<file path="config.mk">
export PLATFORM = sky130hd
export DESIGN_NAME = count_sched
export DESIGN_NICKNAME = d
export VERILOG_FILES = /design/src/rtl/count_sched_pkg.sv /design/src/rtl/down_counter.sv /design/src/rtl/count_sched.sv
export SDC_FILE = /design/constraint.sdc
export NUM_CORES = 1
export LEC_CHECK = 0
export CORE_ASPECT_RATIO = 0.9
export CORE_MARGIN = 10
export CORE_UTILIZATION = 40
export CTS_BUF_LIST = sky130_fd_sc_hd__clkbuf_4 sky130_fd_sc_hd__clkbuf_8
export DETAILED_ROUTE_END_ITERATION = 10
export GPL_ROUTABILITY_DRIVEN = 0
export GPL_TIMING_DRIVEN = 0
export PLACE_DENSITY = 0.77
export SYNTH_ARGS = -nofsm -noshare
export SYNTH_HDL_FRONTEND = slang
export SYNTH_SLANG_ARGS = --single-unit
export TNS_END_PERCENT = 20
</file>
<file path="constraint.sdc">
create_clock -name clk -period 2.24 [get_ports clk]
set_clock_uncertainty 0.05 [all_clocks]
set_input_delay 0.448 -clock clk [delete_from_list [all_inputs] [get_ports clk]]
set_output_delay 0.448 -clock clk [all_outputs]
set_load 0.1 [all_outputs]
</file>
<file path="src/rtl/count_sched_pkg.sv">
// Shared types and helpers for the count_sched scheduler slice.
package count_sched_pkg;

    typedef enum logic [1:0] {
        IDLE,
        RUN,
        DONE
    } state_t;

    localparam int unsigned NUM_REQ = 2;

    function automatic logic [NUM_REQ-1:0] onehot(input logic idx);
        logic [NUM_REQ-1:0] v;
        v      = '0;
        v[idx] = 1'b1;
        return v;
    endfunction

endpackage

</file>
<file path="src/rtl/down_counter.sv">
// Loadable down-counter that saturates at zero instead of wrapping.
module down_counter #(
    parameter int unsigned WIDTH = 8
) (
    input  logic             clk,
    input  logic             reset,
    input  logic             load,
    input  logic [WIDTH-1:0] d,
    input  logic             en,
    output logic [WIDTH-1:0] out
);

    always_ff @(posedge clk) begin
        if (reset) begin
            out <= '0;
        end else if (load) begin
            out <= d;
        end else if (en && (out != '0)) begin
            out <= out - 1'b1;
        end
    end

endmodule

</file>
<file path="src/rtl/count_sched.sv">
// Round-robin two-requester scheduler sharing one down-counter as a delay timer.
module count_sched
    import count_sched_pkg::*;
#(
    parameter int unsigned WIDTH = 8
) (
    input  logic               clk,
    input  logic               reset,
    input  logic [NUM_REQ-1:0] req,
    input  logic [WIDTH-1:0]   len0,
    input  logic [WIDTH-1:0]   len1,
    input  logic               hold,
    output logic [NUM_REQ-1:0] grant,
    output logic [NUM_REQ-1:0] done,
    output logic               busy,
    output logic               owner,
    output logic [WIDTH-1:0]   cnt
);

    state_t             state, state_next;
    logic               last;
    logic               win;
    logic [WIDTH-1:0]   len_win;
    logic               take;
    logic               load;
    logic               en;
    logic [NUM_REQ-1:0] grant_next;

    // A tie goes to whoever did not win last time; a lone requester always wins.
    always_comb begin
        win     = (req == 2'b11) ? ~last : req[1];
        len_win = win ? len1 : len0;
    end

    always_comb begin
        state_next = state;
        take       = 1'b0;
        load       = 1'b0;
        en         = 1'b0;
        grant_next = '0;
        unique case (state)
            IDLE: begin
                if (req != '0) begin
                    take       = 1'b1;
                    load       = 1'b1;
                    grant_next = onehot(win);
                    state_next = (len_win != '0) ? RUN : DONE;
                end
            end
            RUN: begin
                if (!hold) begin
                    en = 1'b1;
                    if (cnt == WIDTH'(1)) begin
                        state_next = DONE;
                    end
                end
            end
            DONE: begin
                state_next = IDLE;
            end
            default: begin
                state_next = IDLE;
            end
        endcase
    end

    always_ff @(posedge clk) begin
        if (reset) begin
            state <= IDLE;
            last  <= 1'b1;
            owner <= 1'b0;
            grant <= '0;
        end else begin
            state <= state_next;
            grant <= grant_next;
            if (take) begin
                owner <= win;
                last  <= win;
            end
        end
    end

    assign done = (state == DONE) ? onehot(owner) : '0;
    assign busy = (state != IDLE);

    down_counter #(
        .WIDTH(WIDTH)
    ) u_counter (
        .clk  (clk),
        .reset(reset),
        .load (load),
        .d    (len_win),
        .en   (en),
        .out  (cnt)
    );

endmodule

</file>
* Word level (Yosys, flattened, before mapping)
Index checks and enable logic that the tools add are counted.
Storage, ports and cells: bits in registers 14, bits in latches 0, RAM bits 0, memory bits (read-only) 0, bits of input ports 21, output and inout port bits 14, memories 0
Operators by class: add/sub/neg operators 1, multiply operators 0, divide/modulo/power cells 0, $lt $le $gt $ge 4, equal/unequal tests 7, shifts and indexed selects 0, multiplexer cells 18, bitwise logic cells 3, reductions and logical operators 11
Operators with widths (count):
- 2-to-1 mux 8 bit | 3
- nonzero test 8 bit | 2
- 2-to-1 mux 2 bit | 5
- equality test 8 x 1 -> 1 bit (second input constant) | 1
- subtractor 8 x 1 -> 8 bit (second input constant) | 1
- 2-to-1 mux 1 bit | 7
- != test 2 bit (second input constant) | 3
- nonzero test 2 bit | 3
- equality test 2 bit (second input constant) | 2
- < comparator 1 x 2 -> 1 bit (second input constant) | 2
- case mux 2 bit (2 select lines) | 1
- logical AND 1 bit | 3
- NOT 1 bit | 3
- AND reduction 3 bit | 1
- OR reduction 3 bit | 1
- demux 1 bit (select 1 bit) | 2
- equality test 2 x 1 -> 1 bit (second input constant) | 1
- greater-or-equal comparator 1 bit (second input constant) | 2
- logical NOT 2 bit | 1

* Longest topological paths before layout
depth in word-level cells 7, depth in mapped cells 6

* By module
Synthesis repeated with hierarchy kept, for this count alone.
Unflattened totals: cells, all modules 106, area total of the unflattened synthesis 930.9 µm²
Modules (own cells, without submodules):
- down_counter | times used 1, cells an instance 60, area an instance 498.0 µm²
- count_sched | times used 1, cells an instance 46, area an instance 432.9 µm²

* Least setup slack after synthesis
Ideal clock, no wire load.
path kind reg2out, start point register owner, end point output done[0], data arrival time 3.011 ns, required time 1.742 ns, setup slack -1.269 ns, stages on the path, launching flop included 2, buffers on the path 0, cells stage by stage dfxtp_1 > nor3b_1
On the way: word-level cells in the longest chain between the ends 5
Ends and longest elaborated chain:
- from (decl) | RTL line count_sched.sv:16 | output logic owner,
- from (signal assigned) | RTL line count_sched.sv:77 | owner <= win;
- < comparator 1 x 2 -> 1 bit (implied by the code) or greater-or-equal comparator 1 bit (tied branches) | RTL line count_sched_pkg.sv:15 | v[idx] = 1'b1;
- logical AND 1 bit (implied by the code) | RTL line count_sched_pkg.sv:15
- 2-to-1 mux 1 bit (implied by the code) | RTL line count_sched_pkg.sv:15
- demux 1 bit (select 1 bit) (*) | RTL line count_sched_pkg.sv:15
- 2-to-1 mux 2 bit (*) | RTL line count_sched.sv:83 | assign done = (state == DONE) ? onehot(owner) : '0;
- to (decl) | RTL line count_sched.sv:14 | output logic [NUM_REQ-1:0] done,
Every way passes the cells marked *; elsewhere a longest branch is shown, timed or not.

* Worst setup path after layout
start point register u_counter.out[5], end point output cnt[5]
RTL lines:
- from (decl) | RTL line down_counter.sv:10 | output logic [WIDTH-1:0] out
- from (signal assigned) | RTL line down_counter.sv:19 | out <= out - 1'b1;
- to (decl) | RTL line count_sched.sv:17 | output logic [WIDTH-1:0] cnt
No word-level cell between the ends.

==> results.json <==
{
  "finalNonFillerCells": 160,
  "crit_required_ps": 1740,
  "crit_buf_inv": 1,
  "grt_pass1_wl_mm": 4.44,
  "holdBufCountCts": 0,
  "antenna_found_initial": 0,
  "grt_usage_pct": 12.0,
  "n_antenna_cell": 0,
  "avgSynthCellArea_um2": 8.76,
  "multiInputGateArea_um2": 561,
  "drive_above_1_share_pct": 11.9,
  "seq_area_frac_synth_pct": 32.3,
  "status": "finished, final reports clean",
  "path_delay_family": "buffers and inverters",
  "avgViaCountPerCell": 5.98,
  "crit_arrival_ps": 1660,
  "cts_buffer_depth": 2,
  "hold_path.class": "in -> reg",
  "synth_edf_count": 0,
  "report.final.hold_viol_count": 0,
  "cts_buffers": 3,
  "netlist_area_um2": 867,
  "crit_chain": "dlygate4sd2_1",
  "core_um2": 1990,
  "cts.reportedPaths.clkPinSlew_ps": 90,
  "p_per_area_nw_per_um2": 802,
  "io_pins": 35,
  "synthCells": 99,
  "drtPass1Iterations": 4,
  "drc_errors": 0,
  "h-tree-depth": 1,
  "dp_hpwl_mm": 2.18,
  "p_leak_nw": 0.527,
  "tritoncts": "built",
  "syn_nets": 122,
  "slew_headroom_pct": 34.9,
  "fillers": 195,
  "clock_sinks": 14,
  "die_w_um": 69.1,
  "vias": 956,
  "path_class": "reg -> out",
  "peakVddDrop_mv": 0.505,
  "placed_cells": 157,
  "grt_setup_unrepaired": "no",
  "cpPeakStageDelay_ps": 900,
  "cts_root_buffer": "clkbuf_4",
  "wl_mm": 2.73,
  "setup_viol": 0,
  "path_max_fanout": 8,
  "mostFrequentLayoutCell": "clkdlybuf4s50_1",
  "ant_nets": 0,
  "tns_ps": 0,
  "fin_crit_sh_pct": 96.2,
  "r2r-start": "state[0]",
  "tightest_slew_ps": 974,
  "drt_iter0_drc": 51,
  "hold-path-cell-count": 2,
  "period_minus_slack_ps": 2150,
  "die_area_um2": 4430,
  "start_util_pct": 43.6,
  "worst_setup_path_start_kind": "register",
  "yosysUniqueCellTypes": 38,
  "path_depth": 1,
  "reg2regPathDepth": 4,
  "num_rows": 15,
  "ys_ff_latch": 14,
  "setup_ws_ps": 85.5,
  "areaGrowthSynthToFinish_pct": 45.0,
  "async_flop_share_pct": 0,
  "startpoint": "u_counter.out[5]",
  "layout_common_cells": "clkdlybuf4s50_1, dfxtp_1, dlygate4sd2_1, nand2_1, mux2i_1",
  "pre_cts_ws_ps": -221,
  "seqCellArea_um2": 280,
  "yosys_warnings": 0,
  "grt_pass1_vias": 919,
  "cts_setup_buffers": 0,
  "drv_slew": 0,
  "end_kind": "primary output",
  "grt_start_max_net_pins": 11,
  "worstHoldStart": "reset",
  "layout.nets": 160,
  "grt-ovfl-total": 0,
  "clock.fmax_mhz": 464,
  "wl_per_cell_um": 17.1,
  "maxCapViolations": 0,
  "synthFlopType": "dfxtp_1",
  "dieHeight_um": 64.2,
  "crit_slowest_cell": "dlygate4sd2_1",
  "clock_latency_ps": 290,
  "portBuffers": 33
}
[power by group]
part / internal, mW / switching [mW] / total [mW]
Combinational: 0.151 / 0.378 / 0.529
Sequential: 0.284 / 0.0461 / 0.330
Clock: 0.0626 / 0.0871 / 0.150
[routing by layer]
layer,GRT usage (%),wire length [um],vias to the layer above
met2,17.9,1160,46
met3,4.78,221,5
li1,-,-,464
met4,6.03,55,0
met1,14.5,1290,441
met5,0,0,-
[layout make-up]
| cell class | instances | area share, % |
|---|---|---|
| plain buffers | 2 | 1.29 |
| clock buffers | 3 | 1.79 |
| inverters | 6 | 1.79 |
| multi-input cells | 77 | 44.6 |
| flip-flops and latches | 14 | 22.3 |
| well taps | 25 | 2.49 |
| repair buffers | 33 | 25.8 |
[final timing paths]
| kind | endpoint | slack (ps) |
|---|---|---|
| setup reg to reg | u_counter.out[3] | 180 |
| hold reg to reg | u_counter.out[7] | 440 |
| setup / recovery | cnt[5] | 90 |
| hold / removal | u_counter.out[1] | 310 |
[sequential cells by signal (all words and copies together), names as in the netlist]
signal         flops
last               1
owner              1
grant              2
state              2
u_counter.out      8
[timing repair]
item	4_1_cts	5_1_grt
setup endpoints to repair	13	3
gates resized for setup	19	3
hold endpoints to repair	0	0
[stage by stage]
| step | total power, mW | hold slack, ps | area [um^2] | util [%] |
|---|---|---|---|---|
| after global routing | 1.06 | 307 | 1260 | 63.2 |
| after global placement | 0.880 | 422 | 1240 | 62.3 |
| after floorplan | 0.734 | 496 | 878 | - |
| final | 1.01 | 309 | 1260 | 63.2 |
| after CTS | 1.01 | 309 | 1250 | 63.0 |
| after detailed placement | 0.884 | 429 | 1240 | 62.3 |
[synth_stat cells (all sizes together) (2+ instances only)]
cell type,instances,area [um^2]
or4,3,22.5
o32a,2,20.0
o21ai,2,10.0
nor2,2,7.51
nor3,3,15.0
nand3,5,25.0
mux2i,7,70.1
nor4,5,31.3
ha,2,25.0
a31oi,2,12.5
o211ai,4,30.0
inv,6,22.5
nor3b,3,27.5
dfxtp,14,280
or3b,2,20.0
o22ai,3,18.8
a21oi,5,25.0
nand2,8,30.0
and2,2,12.5
o22a,2,17.5
a31o,3,26.3
[kinds of logic (layout without fill, tap and decap cells)]
kind of cell,after synthesis,after routing,share of synthesized area [%]
AND/OR/NAND/NOR,38,38,26.4
multiplexers,8,8,9.38
buffers and inverters,8,44,4.33
adder cells (fa/ha/maj),2,2,2.89
AO/OA/AOI/OAI,29,29,24.7
flip-flops,14,14,32.3
No activity file was read; power rests on OpenSTA's default activity.
